`src/rtl/hash_core_scheduler.sv`:
```
// Round-robin scheduler that time-shares one iterative hash round core among
// NREQ requesters, sequencing each job through LOAD, ROUNDS x RUN and CAPTURE.
module hash_core_scheduler #(
  parameter int NREQ   = 4,
  parameter int ROUNDS = 32,
  parameter int CW     = 6
) (
  input  logic            clk,
  input  logic            reset,
  input  logic [NREQ-1:0] req,
  output logic [NREQ-1:0] grant,
  output logic            core_load,
  output logic            core_en,
  output logic [CW-1:0]   round_idx,
  output logic            core_capture,
  output logic [NREQ-1:0] done,
  output logic            busy
);

  localparam int PW = (NREQ > 1) ? $clog2(NREQ) : 1;

  typedef enum logic [1:0] {IDLE, LOAD, RUN, CAPTURE} state_t;

  state_t          r_state, w_nextState;
  logic [PW-1:0]   r_ptr, w_nextPtr;
  logic [PW-1:0]   r_owner, w_nextOwner;
  logic [NREQ-1:0] r_grant, w_nextGrant;
  logic [CW-1:0]   r_cnt, w_nextCnt;
  logic [PW-1:0]   w_selIdx;
  logic            w_selValid;

  function automatic logic [PW-1:0] wrapAdd(input logic [PW-1:0] base, input int off);
    int s;
    s = int'(base) + off;
    if (s >= NREQ) s = s - NREQ;
    return PW'(s);
  endfunction

  // Scan from the highest offset down so the nearest requester at/after the pointer wins.
  always_comb begin
    w_selValid = 1'b0;
    w_selIdx   = '0;
    for (int i = NREQ - 1; i >= 0; i--) begin
      if (req[wrapAdd(r_ptr, i)]) begin
        w_selValid = 1'b1;
        w_selIdx   = wrapAdd(r_ptr, i);
      end
    end
  end

  always_comb begin
    w_nextState = r_state;
    w_nextGrant = r_grant;
    w_nextCnt   = r_cnt;
    w_nextPtr   = r_ptr;
    w_nextOwner = r_owner;
    case (r_state)
      IDLE: begin
        if (w_selValid) begin
          w_nextGrant = NREQ'(1) << w_selIdx;
          w_nextOwner = w_selIdx;
          w_nextState = LOAD;
        end
      end
      LOAD: begin
        w_nextCnt   = '0;
        w_nextState = RUN;
      end
      RUN: begin
        if (r_cnt == CW'(ROUNDS - 1)) begin
          w_nextCnt   = '0;
          w_nextState = CAPTURE;
        end else begin
          w_nextCnt = r_cnt + 1'b1;
        end
      end
      CAPTURE: begin
        // Owner moves to lowest priority so everyone else pending is served first.
        w_nextPtr   = wrapAdd(r_owner, 1);
        w_nextGrant = '0;
        w_nextState = IDLE;
      end
      default: begin
        w_nextGrant = '0;
        w_nextState = IDLE;
      end
    endcase
  end

  always_ff @(posedge clk) begin
    if (reset) begin
      r_state <= IDLE;
      r_ptr   <= '0;
      r_owner <= '0;
      r_grant <= '0;
      r_cnt   <= '0;
    end else begin
      r_state <= w_nextState;
      r_ptr   <= w_nextPtr;
      r_owner <= w_nextOwner;
      r_grant <= w_nextGrant;
      r_cnt   <= w_nextCnt;
    end
  end

  assign grant        = r_grant;
  assign core_load    = (r_state == LOAD);
  assign core_en      = (r_state == RUN);
  assign round_idx    = (r_state == RUN) ? r_cnt : '0;
  assign core_capture = (r_state == CAPTURE);
  assign done         = (r_state == CAPTURE) ? r_grant : '0;
  assign busy         = (r_state != IDLE);

endmodule

```
`config.mk`:
```
export PLATFORM = sky130hd
export DESIGN_NAME = hash_core_scheduler
export DESIGN_NICKNAME = d
export VERILOG_FILES = /design/src/rtl/hash_core_scheduler.sv
export SDC_FILE = /design/constraint.sdc
export NUM_CORES = 1
export LEC_CHECK = 0
export CORE_UTILIZATION = 30
export DETAILED_ROUTE_END_ITERATION = 7
export SETUP_SLACK_MARGIN = 0.2
export SKIP_LAST_GASP = 1
export SLEW_MARGIN = 20
export SYNTH_ARGS = -nofsm -noshare
export SYNTH_HDL_FRONTEND = slang
export SYNTH_SLANG_ARGS = --single-unit
```
`constraint.sdc`:
```
create_clock -name clk -period 1.6 [get_ports clk]
set_clock_uncertainty 0.2 [all_clocks]
set_input_delay 0.4 -clock clk [delete_from_list [all_inputs] [get_ports clk]]
set_output_delay 0.4 -clock clk [all_outputs]
set_load 0.005 [all_outputs]
```
==> metrics.md <==
| Metric | Value |
|---|---|
| Power Dens Cells | `1371 nW/um^2` |
| GR Overflow Total | `0` |
| Syn_nets | `117` |
| First-pass GRT wire length | `4.091 mm` |
| Fin util | `60.97%` |
| Detailed-route DRC error count | `6` |
| Outcome | `finished with violations` |
| Slew headroom | `80.78%` |
| Drt wl/cell | `13.70 um` |
| Gp weighted congestion | `0.7860` |
| Internal power | `1.484 mW` |
| Synth Register Bits | `16` |
| Starting DRT DRC Count | `16` |
| Met3 Use GR | `2.995%` |
| Setup WS pre-CTS | `-0.5175 ns` |
| P_sw | `0.8611 mW` |
| Switching share of total power | `36.72%` |
| Die area | `3213 sq um` |
| Gr busiest metal | `met2` |
| RR Startpoint | `r_state[0]$_SDFFE_PP0P_` |
| WP data arrival | `1.29 ns` |
| Min-Delay Path Class | `register to register` |
| Routed Antenna Nets | `0` |
| Data required, critical path | `1.00 ns` |
| Final Setup Violations | `23` |
| Worst slew pin tran | `0.2868 ns` |
| ANT cells | `0` |
| Min Tclk post-route | `1.894 ns` |
| Hold Buf Count CTS | `0` |
| Tcrit/Tclk final | `118.4%` |
| Asr flop ratio synth | `0%` |
| VDD IR-drop max | `0.5732 mV` |
| Launching element of the worst setup path | `r_state[0]$_SDFFE_PP0P_` |
| Number of global-route vias before repair | `947` |
| Sequential area share after synthesis | `35.70%` |
| IO Pins | `24` |
| CTS Buf Count | `3` |
| Placed cell area | `1333 sq um` |
| Clock power frac | `11.7%` |
| Post-route setup slack | `-0.2937 ns` |
| Dpl hpwl | `1.594 mm` |
| Largest net degree at the start of global routing | `10` |
| Area growth, synth to finish | `90.66%` |
| Fmax | `528.1 MHz` |
| Worst setup SP type | `register` |
| Input/output buffers | `23` |
| Final Cell Area | `1710 sq um` |
| Fillers | `250` |
| Share of total power in combinational logic | `64.6%` |
| CTS root buf | `clkbuf_4` |
| Initial antenna violation count | `0` |
| Sink Count | `16` |
| Max FO, Critical Path | `4` |
| Post-synthesis cell count | `105` |
| Post-synth EDFFs | `0` |
| Layout cells sized above 1 | `64.67%` |
| Yosys cell types | `31` |
| HP Start | `r_owner[1]$_SDFFE_PP0P_` |
| Synth Cell Area | `897.1 sq um` |
| Ys Warns | `0` |
| Primary FF master, synth | `dfxtp_1` |
| Pleak | `0.7250 nW` |
| M1 GR Usage | `17.16%` |
| Total Nets Final | `180` |
| CTS max path bufs | `2` |
| Vias per cell | `4.980` |
| Worst-Skew Late Latency | `0.28 ns` |
| CTS tree | `yes` |
| Max Slew Vio Count | `0` |
| Clock-pin transition on the worst setup and hold timing paths | `0.10 ns` |
| Setup crit end kind | `primary output` |
| Total Wirelength | `2.713 mm` |
| RSZ-0062 raised after global routing | `yes` |
| First-pass iteration count of the detailed router | `6` |
| Crit Path Class | `register to primary output` |
| Core Area | `2805 sq um` |
| GRT Total Usage | `16.29%` |
| Global routing usage on met2 | `29.93%` |
| Sequential Power Share | `23.7%` |
| Syn_area_per_cell | `8.544 sq um` |
| Die Wd | `56.69 um` |
| H-tree Lvls | `1` |
| Routed vias | `986` |
| Hold slack | `0.2936 ns` |
| Final Hold Viols | `0` |
| Initial Utilization | `31.98%` |
| Max-cap violations | `0` |
| Die Ht | `56.69 um` |
| Failing checks | `design-rule violations, negative setup slack` |
| Row count | `19` |
## power by group through the flow
stage | clock [mW] | combinational, mW | sequential (mW)
2_1_floorplan | 0 | 0.565 | 0.558
3_3_place_gp | 0 | 0.905 | 0.544
3_5_place_dp | 0 | 0.917 | 0.550
4_1_cts | 0.280 | 1.25 | 0.550
5_1_grt | 0.297 | 1.62 | 0.566
6_report | 0.275 | 1.51 | 0.555
## metrics by stage
stage,cells,total power [mW],setup TNS (ns)
6_report,198,2.345,-4.207
5_1_grt,198,2.483,-5.678
4_1_cts,193,2.083,-4.151
3_5_place_dp,172,1.467,-7.562
3_3_place_gp,172,1.448,-7.084
2_1_floorplan,105,1.123,0
## cell families (layout without fill, tap and decap cells)
kind of cell	Yosys count	count (layout)	synth area share, %
AO/OA/AOI/OAI	25	25	19.67
XOR/XNOR	5	5	4.882
adder cells (fa/ha/maj)	6	6	8.368
buffers and inverters	9	71	4.601
flip-flops	16	16	35.70
multiplexers	1	1	1.116
AND/OR/NAND/NOR	43	43	25.66
## cell usage in the layout, fill, tap and decap left out, drive strengths merged, types with 2 or more instances in the layout
cell type    instances
a21oi                9
clkbuf               5
nand2                7
a211oi               3
xor2                 2
buf                 58
dfxtp               16
inv                  4
and2                10
nor3                 2
a32o                 4
nand3                3
a21o                 2
nand2b               4
ha                   6
or3                  2
nor2                11
xnor2                3
dlygate4sd2          2
## final timing paths
path	cells after the start	endpoint	slack [ns]
hold reg to reg	2	r_owner[1]$_SDFFE_PP0P_	0.29
setup reg to reg	8	grant[1]$_SDFFE_PP0P_	-0.19
hold / removal	2	r_owner[1]$_SDFFE_PP0P_	0.29
setup / recovery	5	done[1]	-0.29
## flip-flops by register name (all words and copies together), names as in the netlist
| signal | count |
|---|---|
| r_cnt | 6 |
| r_state | 2 |
| grant | 4 |
| r_owner | 2 |
| r_ptr | 2 |
## routing by layer
layer	vias to the layer above	routed length [um]	part of all wire [%]
li1	487	-	-
met1	465	1033	38
met2	26	1459	54
met3	8	119	4.4
met4	0	100	3.7
met5	-	0	0
## critical path: stages (launching register included)
cell and delay (ns):
dfxtp_4 0.36, buf_6 0.12, ha_4 0.17, buf_6 0.12
and2_4 0.13, buf_6 0.11
## cell usage after synthesis (2+ instances only)
| library cell | n | area (sq um) |
|---|---|---|
| inv_1 | 4 | 15.01 |
| ha_1 | 6 | 75.07 |
| nand2_1 | 7 | 26.28 |
| a21o_1 | 2 | 15.01 |
| a32o_1 | 4 | 40.04 |
| nor2_1 | 11 | 41.29 |
| xor2_1 | 2 | 17.52 |
| nand3_1 | 3 | 15.01 |
| and2_1 | 10 | 62.56 |
| nor3_1 | 2 | 10.01 |
| xnor2_1 | 3 | 26.28 |
| a211oi_1 | 3 | 22.52 |
| dfxtp_1 | 16 | 320.3 |
| nand2b_1 | 4 | 25.02 |
| a21oi_1 | 9 | 45.04 |
| clkbuf_1 | 4 | 15.01 |
## timing repair
item | in CTS | in global routing
pin swaps | 16 | 13
buffers inserted | 17 | 5
endpoints found under the setup margin | 32 | 31
gates resized for setup | 114 | 33
## final cells by class
type	instances	area, sq um	share of cell area [%]
multi-input combinational	80	745.7	43.60
sequential	16	335.3	19.61
tap	31	38.79	2.268
clock buffer	4	36.28	2.121
inverter	4	20.02	1.170
timing repair buffer	63	534.3	31.24
Note: power is estimated with default switching activity, not from simulation.
